**src/rtl/pc_unit.sv**
```systemverilog
// pc_unit -- program-counter unit for the fetch stage.
//
// Holds the fetch address and advances it by STEP each unstalled cycle.
// Exception and branch redirects are applied with fixed priority. A redirect
// that arrives during a stall is buffered and applied when the stall releases.
// A one-cycle BOOT state keeps instruction fetch disabled after reset.
//
// Optional feature macro: PC_UNIT_ALIGN_CHECK_EN
//   defined   : misaligned branch targets are force-aligned and flagged on addr_err
//   undefined : branch targets are used unmodified and addr_err is tied low
//
// Ports:
//   clk              rising-edge clock
//   rst              asynchronous active-low reset
//   stall            hold PC this cycle
//   br_valid         branch/jump redirect request
//   br_target        branch/jump redirect address
//   exc_valid        exception redirect request (to EXC_VEC)
//   q                current fetch address (registered)
//   inst_ce          instruction memory enable
//   redirect_pending a buffered redirect is waiting for stall release
//   addr_err         one-cycle misaligned-branch pulse

module pc_unit #(
    parameter int unsigned       WIDTH     = 32,
    parameter logic [WIDTH-1:0]  RESET_VEC = 32'h0000_0000,
    parameter int unsigned       STEP      = 4,
    parameter logic [WIDTH-1:0]  EXC_VEC   = 32'h0000_0380
) (
    input  logic             clk,
    input  logic             rst,
    input  logic             stall,
    input  logic             br_valid,
    input  logic [WIDTH-1:0] br_target,
    input  logic             exc_valid,
    output logic [WIDTH-1:0] q,
    output logic             inst_ce,
    output logic             redirect_pending,
    output logic             addr_err
);

    typedef enum logic {BOOT, RUN} state_t;

    state_t           state;
    logic             pend_valid;
    logic             pend_exc;    // pending entry is an exception; branches may not replace it
    logic [WIDTH-1:0] pend_addr;
    logic [WIDTH-1:0] br_eff;

`ifdef PC_UNIT_ALIGN_CHECK_EN
    localparam int unsigned     ALIGN_BITS = $clog2(STEP);
    localparam logic [WIDTH-1:0] ALIGN_MASK =
        ~((WIDTH'(1) << ALIGN_BITS) - WIDTH'(1));

    logic br_misaligned;
    logic br_taken;

    assign br_eff        = br_target & ALIGN_MASK;
    assign br_misaligned = |(br_target & ~ALIGN_MASK);

    // The branch target is consumed (unstalled, nothing outranks it) or
    // captured (stalled, no exception this cycle or already pending).
    always_comb begin
        br_taken = 1'b0;
        if (state == RUN && br_valid && !exc_valid) begin
            if (!stall)
                br_taken = !pend_valid;
            else
                br_taken = !(pend_valid && pend_exc);
        end
    end

    always_ff @(posedge clk or negedge rst) begin
        if (!rst)
            addr_err <= 1'b0;
        else
            addr_err <= br_taken && br_misaligned;
    end
`else
    assign br_eff   = br_target;
    assign addr_err = 1'b0;
`endif

    assign inst_ce          = (state == RUN) && !stall;
    assign redirect_pending = pend_valid;

    always_ff @(posedge clk or negedge rst) begin
        if (!rst) begin
            state      <= BOOT;
            q          <= RESET_VEC;
            pend_valid <= 1'b0;
            pend_exc   <= 1'b0;
            pend_addr  <= '0;
        end else begin
            case (state)
                BOOT: begin
                    state <= RUN;
                end
                RUN: begin
                    if (!stall) begin
                        if (exc_valid)
                            q <= EXC_VEC;
                        else if (pend_valid)
                            q <= pend_addr;
                        else if (br_valid)
                            q <= br_eff;
                        else
                            q <= q + WIDTH'(STEP);
                        pend_valid <= 1'b0;
                        pend_exc   <= 1'b0;
                    end else begin
                        if (exc_valid) begin
                            pend_addr  <= EXC_VEC;
                            pend_valid <= 1'b1;
                            pend_exc   <= 1'b1;
                        end else if (br_valid && !(pend_valid && pend_exc)) begin
                            pend_addr  <= br_eff;
                            pend_valid <= 1'b1;
                            pend_exc   <= 1'b0;
                        end
                    end
                end
                default: state <= BOOT;
            endcase
        end
    end

endmodule

```
**config.mk**
```make
export PLATFORM = sky130hd
export DESIGN_NAME = pc_unit
export DESIGN_NICKNAME = d
export VERILOG_FILES = /design/src/rtl/pc_unit.sv
export SDC_FILE = /design/constraint.sdc
export NUM_CORES = 1
export LEC_CHECK = 0
export BUFFER_PORTS_ARGS = -buffer_cell sky130_fd_sc_hd__buf_4
export CAP_MARGIN = 20
export CORE_MARGIN = 2
export CORE_UTILIZATION = 38
export DETAILED_ROUTE_END_ITERATION = 16
export PLACE_DENSITY = 0.63
export SETUP_SLACK_MARGIN = 0.1
export SYNTH_ARGS = -nofsm -noshare
export SYNTH_HDL_FRONTEND = slang
export SYNTH_SLANG_ARGS = --single-unit
```
**constraint.sdc**
```tcl
create_clock -name clk -period 2.4 [get_ports clk]
set_input_delay 0.12 -clock clk [delete_from_list [all_inputs] [get_ports clk]]
set_output_delay 0.12 -clock clk [all_outputs]
set_load 0.05 [all_outputs]
```
* Word level (Yosys, flattened, before mapping)
Cells that the tools add are included.
** Storage, ports and cells
- Register bits :: 67
- Input port bits :: 37
- Output and inout bits :: 35
- Word-level logic and storage cells :: 28
** Cells by class
- $add $sub $neg :: 1
- Eq/ne operators :: 1
- Multiplexer cells :: 11
- Bitwise logic cells :: 1
- Reductions and logical operators :: 9
** Operators with widths (count)
- $mux 32 :: 5
- $add 32x3->32 const B :: 1
- $mux 1 :: 6
- $reduce_and 2->1 :: 2
- $logic_and 1x1->1 :: 3
- $ne 3x1->1 const B :: 1
- $reduce_and 3->1 :: 1
- $logic_not 1->1 :: 2
- $reduce_bool 2->1 :: 1
- $not 1->1 :: 1

* Longest topological paths before layout
Gate-level depths: netlist of run 1.
- Depth after elaboration :: 6
- Gate-level depth with buffers :: 8
- Gate-level depth less buffers :: 6

* Least setup slack after synthesis of run 1
No wires, ideal clock.
- Path kind :: reg2reg
- From :: register q[2]
- To :: register q[26]
- Library setup time :: 0.126 ns
- Arrival :: 2.152 ns
- Data required time :: 2.274 ns
- Setup slack :: 0.122 ns
- Stages on the path, launching flop included :: 7
- Buffers on the path :: 0
- Clock period less this slack :: 2.278 ns
- Cells stage by stage :: dfrtp_1 > ha_1 > nand3_1 > nor2_1 > nand3_2 > o311a_1 > a221o_1
** Between the ends
- Cells in the longest elaborated chain, start to end :: 4
** RTL lines
- start: declaration :: RTL line 36 : output logic [WIDTH-1:0] q,
- start signal: assignment :: RTL line 104 : q <= pend_addr;
- start signal: assignment :: RTL line 106 : q <= br_eff;
- start signal: assignment :: RTL line 108 : q <= q + WIDTH'(STEP);
- $add 32x3->32 :: RTL line 108
- $mux 32 :: RTL line 105 : else if (br_valid)
- $mux 32 :: RTL line 103 : else if (pend_valid)
- $mux 32 :: RTL line 101 : if (exc_valid)
No other way between the ends.
A chain may end at the register's enable or synchronous reset.

* Worst setup path after layout of run 1
- From :: register q[6]
- To :: register q[25]
The elaborated chain is that of the path after synthesis.

==> summary.md, run 1 <==
| Metric | Value |
|---|---|
| Most Crowded Layer GR | `met1` |
| P_leak | `0.00201 uW` |
| Number of vias per cell | `about 5.6` |
| Worst EP arrival | `~2.4 ns` |
| Nets@finish | `551` |
| Sequential share of the synthesized area | `45.1%` |
| Final Hold Vio Count | `0` |
| Post-cts gate resize count | `0` |
| Skew final | `just over 0.009 ns` |
| Worst reg2reg setup slack | `0.33 ns` |
| # IOs | `between 70 and 80` |
| TritonCTS clock tree | `yes` |
| Share of Yosys cell area claimed by the top area cell type | `45.1%` |
| Via count | `3,617` |
| DR iter-0 viols | `230` |
| Period minus WS final | `about 2.1 ns` |
| DRC | `0` |
| Final setup TNS | `0 ns` |
| Core area | `9640 um2` |
| Synth async-reset ratio | `between 90% and 100%` |
| Row Count | `36` |
| Root Driver | `clkbuf_8` |
| Synthesized flop and latch total | `between 60 and 70` |
| Layout cells sized above 1 | `between 20% and 30%` |
| Max FO, Critical Path | `10` |
| Max Clock Freq | `about 0.48 GHz` |
| Postcts setup bufs | `0` |
| CP Class | `reg -> reg` |
| Slew headroom | `between 40% and 50%` |
| Die area | `between 10,000 and 15,000 um2` |
| Final non-filler cell total | `about 650` |
| GRT Total Usage | `between 20% and 30%` |
| Cell area power density | `~740 nW/um2` |
| Worst Max-Slew Pin Slew | `0.894 ns` |
| M3 GR Usage | `between 4 and 5%` |
| Placed Cells | `about 630` |
| Routability Congestion | `between 0.8 and 0.9` |
| Clk buf depth | `2` |
| Critical Path RT | `about 2.7 ns` |
| Max VDD drop | `approximately 0.00030 V` |
| Fillers | `952` |
| Die H | `roughly 100 um` |
| Reg clk slew, reported paths | `roughly 0.080 ns` |
| GR Util met2 | `between 20% and 30%` |
| FF+latch area | `1680 um2` |
| Final Max Slew Viols | `0` |
| Number of H-tree levels | `3` |
| Post-Synthesis Cell Area | `roughly 3700 um2` |
| Synth Instances | `about 450` |
| Area leader, netlist | `dfrtp_1` |
| Unique masters post-synth | `between 50 and 60` |
| Initial antenna violation count | `0` |
| Syn nets | `roughly 480` |
| Final wirelength | `between 10,000 and 15,000 um` |
| Detailed placer's ending HPWL | `about 7500 um` |
| Area Overhead vs Synth | `23.5%` |
| First-pass GRT wire length | `between 15,000 and 20,000 um` |
| Drt wl/cell | `~17 um` |
| Grt ovf | `0` |
| Initial core utilization | `roughly two fifths` |
| Routed Antenna Nets | `0` |
| Final period util | `between 80% and 90%` |
| Status | `finished, final reports clean` |
| Vias in the first global route | `roughly 3,200` |
| Max cap viols | `0` |
| Area of the multi-input gates | `1860 um2` |
| Startpoint Class | `flip-flop` |
| Mapped Avg Cell Area | `about 8.3 um2` |
| Clock sinks | `67` |
| Met1 usage | `between 30% and 40%` |
| Worst hold path class | `in -> reg` |
| Final Setup Violations | `0` |
| Num CTS Buffers | `9` |
| Synthesis Warnings | `0` |
| Crit end category | `flip-flop` |
| Top post-synthesis cells by area | `dfrtp_1 (45%), nand2_1 (9.2%), o21ai_0 (8.1%)` |
| Dominant synthesized flop cell | `dfrtp_1` |
| ANT cells | `0` |
| EDFF count, synth | `0` |
| I/O Buffers | `70` |
| Die X | `about 100 um` |
| Drt pass-1 iters | `5` |
| Largest net degree at the start of global routing | `68` |
| Most frequent cells in the layout | `nand2_1 (91), buf_4 (86), dfrtp_1 (67)` |
| Commonest non-fill, non-tap cell in the layout | `nand2_1` |
| RSZ-0062 raised after global routing | `no` |
| Clk Latency, worst-skew pair | `approximately 0.36 ns` |
-- cell families (layout without fill, tap and decap cells) --
logic type | Yosys count | in the layout | synth area share, %
AOI/OAI and AO/OA | 163 | 163 | 27.8
adders and majority gates | 1 | 1 | 0.337
buffers and inverters | 45 | 118 | 4.78
DFF | 67 | 67 | 45.1
muxes | 2 | 2 | 0.539
other | 2 | 2 | 0.202
and+or+nand+nor | 165 | 165 | 21.2
-- critical path, stage by stage, from the launching register on --
cell     delay (ns)
dfrtp_1        0.53
nand4_2        0.21
nor4_4         0.48
nand2_1        0.20
or4_1          0.50
nand3_1        0.09
-- cell type report --
type / instances / share of cell area, %
well taps: 133 / 3.63
multi-input cells: 333 / 40.6
flip-flops and latches: 67 / 36.5
inverters: 15 / 1.23
repair buffers: 87 / 14.3
clock inverters: 2 / 0.218
clock buffers: 14 / 3.55
-- Yosys cell counts (8+ instances only) --
| cell type | instances |
|---|---|
| a21oi_1 | 25 |
| a22oi_1 | 9 |
| a31oi_1 | 11 |
| clkbuf_1 | 24 |
| dfrtp_1 | 67 |
| inv_1 | 14 |
| nand2_1 | 91 |
| nand3_1 | 14 |
| nand4_1 | 8 |
| nor2_1 | 23 |
| o21ai_0 | 60 |
| o221ai_1 | 8 |
| o22ai_1 | 12 |
-- power by group --
| part | internal, uW | switching [uW] |
|---|---|---|
| combinational | 335 | 678 |
| clock | 430 | 452 |
| sequential | 1290 | 187 |
-- worst paths after layout --
check / end / startpoint / cells past startpoint
setup / recovery: q[25] / q[6] / 5
hold / removal: pend_addr[26] / br_target[26] / 3
setup reg to reg: q[25] / q[6] / 5
hold reg to reg: pend_addr[10] / pend_addr[10] / 2
max in group asynchronous: q[16] / rst / 2
min in group asynchronous: pend_addr[1] / rst / 2
-- stage by stage --
stage / setup WS, ns / power, uW / cell area, um2 / utilization, % / hold slack [ns]
CTS: 0.360 / 3380 / 4590 / 47.6 / 0.0209
floorplan: 0.122 / 2130 / 3710 / - / -0.176
global route: 0.187 / 3540 / 4590 / 47.6 / 0.0328
global placement: 0.455 / 2490 / 4410 / 45.7 / 0.300
finish: 0.331 / 3380 / 4590 / 47.6 / 0.0254
detailed placement: 0.376 / 2510 / 4410 / 45.7 / 0.299
-- layer usage --
layer | share of wire, % | routed length (um) | vias up
li1 | - | - | 1760
met1 | 49 | 5290 | 1737
met5 | 0 | 0 | -
met3 | 4.8 | 525 | 14
met4 | 1.8 | 190 | 0
met2 | 45 | 4850 | 106
-- registers in the layout, summed over array words and instances (netlist names) --
name / flops
pend_addr: 32
pend_exc: 1
q: 32
redirect_pending: 1
state: 1
-- what timing repair did --
action	CTS	global route
hold buffers	1	0
setup endpoints to repair	0	0
endpoints found under the hold margin	67	0
Power figures use the tool's default switching activity.
==> run 2, diff against run 1 <==
==> constraint.sdc (replaced) <==
create_clock -name clk -period 2.35 [get_ports clk]
set_input_delay 0.1175 -clock clk [delete_from_list [all_inputs] [get_ports clk]]
set_output_delay 0.1175 -clock clk [all_outputs]
set_load 0.05 [all_outputs]
==> run 2 against run 1 <==
Register-to-register slack better by 0.05 ns. Core utilization grew 0.66 points. Die area is the same. Flip-flop and latch count unchanged. Largest power group unchanged.
==> summary.md, run 2 (same netlist as run 1, synthesis figures left out) <==
| Metric | Value |
|---|---|
| Status | `finished, final reports clean` |
| Area of the multi-input gates | `1860 um2 (unchanged)` |
| Routed Antenna Nets | `0 (unchanged)` |
| Fillers | `980 (+2.9%)` |
| Crit end category | `flip-flop` |
| Die H | `103 um (unchanged)` |
| Period minus WS final | `1.97 ns (-0.102 ns)` |
| Drt wl/cell | `16.8 um (+0.77%)` |
| Final Util | `48.3% (+0.66 points)` |
| Cell count of the worst reg-to-reg path | `5 (unchanged)` |
| Postcts setup bufs | `0 (unchanged)` |
| Layout cells sized above 1 | `22.4% (+0.92 points)` |
| R2r endpoint | `q[26]` |
| Slew headroom | `41.0% (+0.64 points)` |
| Final period util | `83.7% (-2.5 points)` |
| Worst EP arrival | `2.20 ns (-0.17 ns)` |
| Final Max Slew Viols | `0 (unchanged)` |
| Vias in the first global route | `3,261 (+2.4%)` |
| Worst hold path class | `in -> reg` |
| Drt pass-1 iters | `5 (unchanged)` |
| Clk Latency, worst-skew pair | `0.35 ns (about the same)` |
| Clock sinks | `67 (unchanged)` |
| Nets@finish | `552 (+0.18%)` |
| Startpoint Class | `flip-flop` |
| Hold endpoint | `pend_addr[13]` |
| Die area | `10,600 um2 (unchanged)` |
| Final Cell Area | `4650 um2 (+1.4%)` |
| Worst reg2reg setup slack | `0.38 ns (+0.05 ns)` |
| Worst Max-Slew Pin Slew | `0.884 ns (-0.00956 ns)` |
| TritonCTS clock tree | `yes` |
| Root Driver | `clkbuf_8` |
| Cell area power density | `771 nW/um2 (+4.8%)` |
| Regs by FF count | `pend_addr x32, q x32` |
| FF+latch area | `1680 um2 (+0.15%)` |
| ANT cells | `0 (unchanged)` |
| Row Count | `36 (unchanged)` |
| DRC | `0 (unchanged)` |
| Max cap viols | `0 (unchanged)` |
| First-pass GRT wire length | `17,500 um (+2.8%)` |
| Max FO, Critical Path | `8 (-2)` |
| Skew final | `0.00710 ns (-0.00209 ns)` |
| CP Class | `reg -> reg` |
| P_leak | `0.00203 uW (+0.94%)` |
| Final Hold Vio Count | `0 (unchanged)` |
| Initial core utilization | `38.5% (unchanged)` |
| Clk buf depth | `2 (unchanged)` |
| Final wirelength | `10,900 um (+0.92%)` |
| Most frequent cells in the layout | `nand2_1 (91), buf_4 (86), dfrtp_1 (65)` |
| Final Setup Violations | `0 (unchanged)` |
| HP Start | `br_target[13]` |
| Final setup TNS | `0 ns (unchanged)` |
| Reg clk slew, reported paths | `0.08 ns (about the same)` |
| Number of vias per cell | `5.65 (+1.8%)` |
| Dpl cell area | `4430 um2 (+0.51%)` |
| Max Clock Freq | `0.508 GHz (+5.2%)` |
| DR iter-0 viols | `215 (-6.5%)` |
| GRT Total Usage | `21.7% (+0.50 points)` |
| Hold slack final | `0.0293 ns (+0.00384 ns)` |
| Hold Crit Depth | `3 (unchanged)` |
| Critical Path RT | `2.59 ns (-0.11 ns)` |
| Commonest non-fill, non-tap cell in the layout | `nand2_1` |
| Num CTS Buffers | `9 (unchanged)` |
| Routability Congestion | `0.819 (-3.8%)` |
| Core area | `9640 um2 (unchanged)` |
| Grt ovf | `0 (unchanged)` |
| # IOs | `72 (unchanged)` |
| Hold-fix buffers, CTS | `1 (unchanged)` |
| Area Overhead vs Synth | `25.2%` |
| RSZ-0062 raised after global routing | `no` |
| Reg2Reg Launch Point | `q[10]` |
| Initial antenna violation count | `0 (unchanged)` |
| Max VDD drop | `0.000299 V (-1.6%)` |
| I/O Buffers | `70 (unchanged)` |
| Die X | `103 um (unchanged)` |
| Detailed placer's ending HPWL | `7710 um (+2.3%)` |
| Via count | `3,686 (+1.9%)` |
| Post-cts gate resize count | `0 (unchanged)` |
| Largest net degree at the start of global routing | `68 (unchanged)` |
| Number of H-tree levels | `3 (unchanged)` |
run 2: changes by cell type in the layout (fill, tap and decap cells not counted):
cell,previous run,this run
clkbuf_1,3,1
clkbuf_8,11,12
dfrtp_1,67,65
clkinv_2,2,0
clkinvlp_4,0,2
buf_12,0,1
dfrtp_2,0,2
bufinv_16,0,1
run 2: stage by stage:
step           setup WS, ns  instances  total power [uW]
3_5_place_dp          0.380        635              2570
6_report              0.383        652              3590
5_1_grt               0.233        652              3770
3_3_place_gp          0.446        635              2550
4_1_cts               0.393        652              3610
2_1_floorplan         0.129        445              2170
run 2: worst max-delay path, cell delays in order (launching register included):
cell,delay (ns)
dfrtp_1,0.50
nand4_4,0.17
nor2_2,0.30
nand3_2,0.24
o311a_1,0.40
a221o_1,0.26
run 2: worst max-delay path by stage:
stage | startpoint | to | depth (start not counted)
2_1_floorplan | q[6] | q[26] | 6
4_1_cts | q[10] | q[26] | 5
3_3_place_gp | q[10] | q[26] | 5
3_5_place_dp | q[10] | q[26] | 5
5_1_grt | q[10] | q[26] | 5
6_report | q[10] | q[26] | 5
run 2: area by class of cell:
class                      count  share of cell area (%)
sequential                    67                    36.1
timing repair buffer          88                    14.5
multi-input combinational    333                    40.0
inverter                      15                    1.21
tap                          133                    3.58
clock buffer                  13                    3.63
clock inverter                 3                   0.968
run 2: per-layer routing:
layer | global-route usage, % | routed length [um] | vias to the layer above
li1 | - | - | 1766
met1 | 33.7 | 5200 | 1782
met2 | 30.1 | 4900 | 124
met3 | 3.53 | 679 | 14
met4 | 8.10 | 164 | 0
met5 | 0 | 0 | -
run 2: report_power, final:
part	switching, uW	leakage (uW)	internal [uW]
registers	192	0.000857	1320
logic	692	0.00107	345
clock network	459	0.000102	578
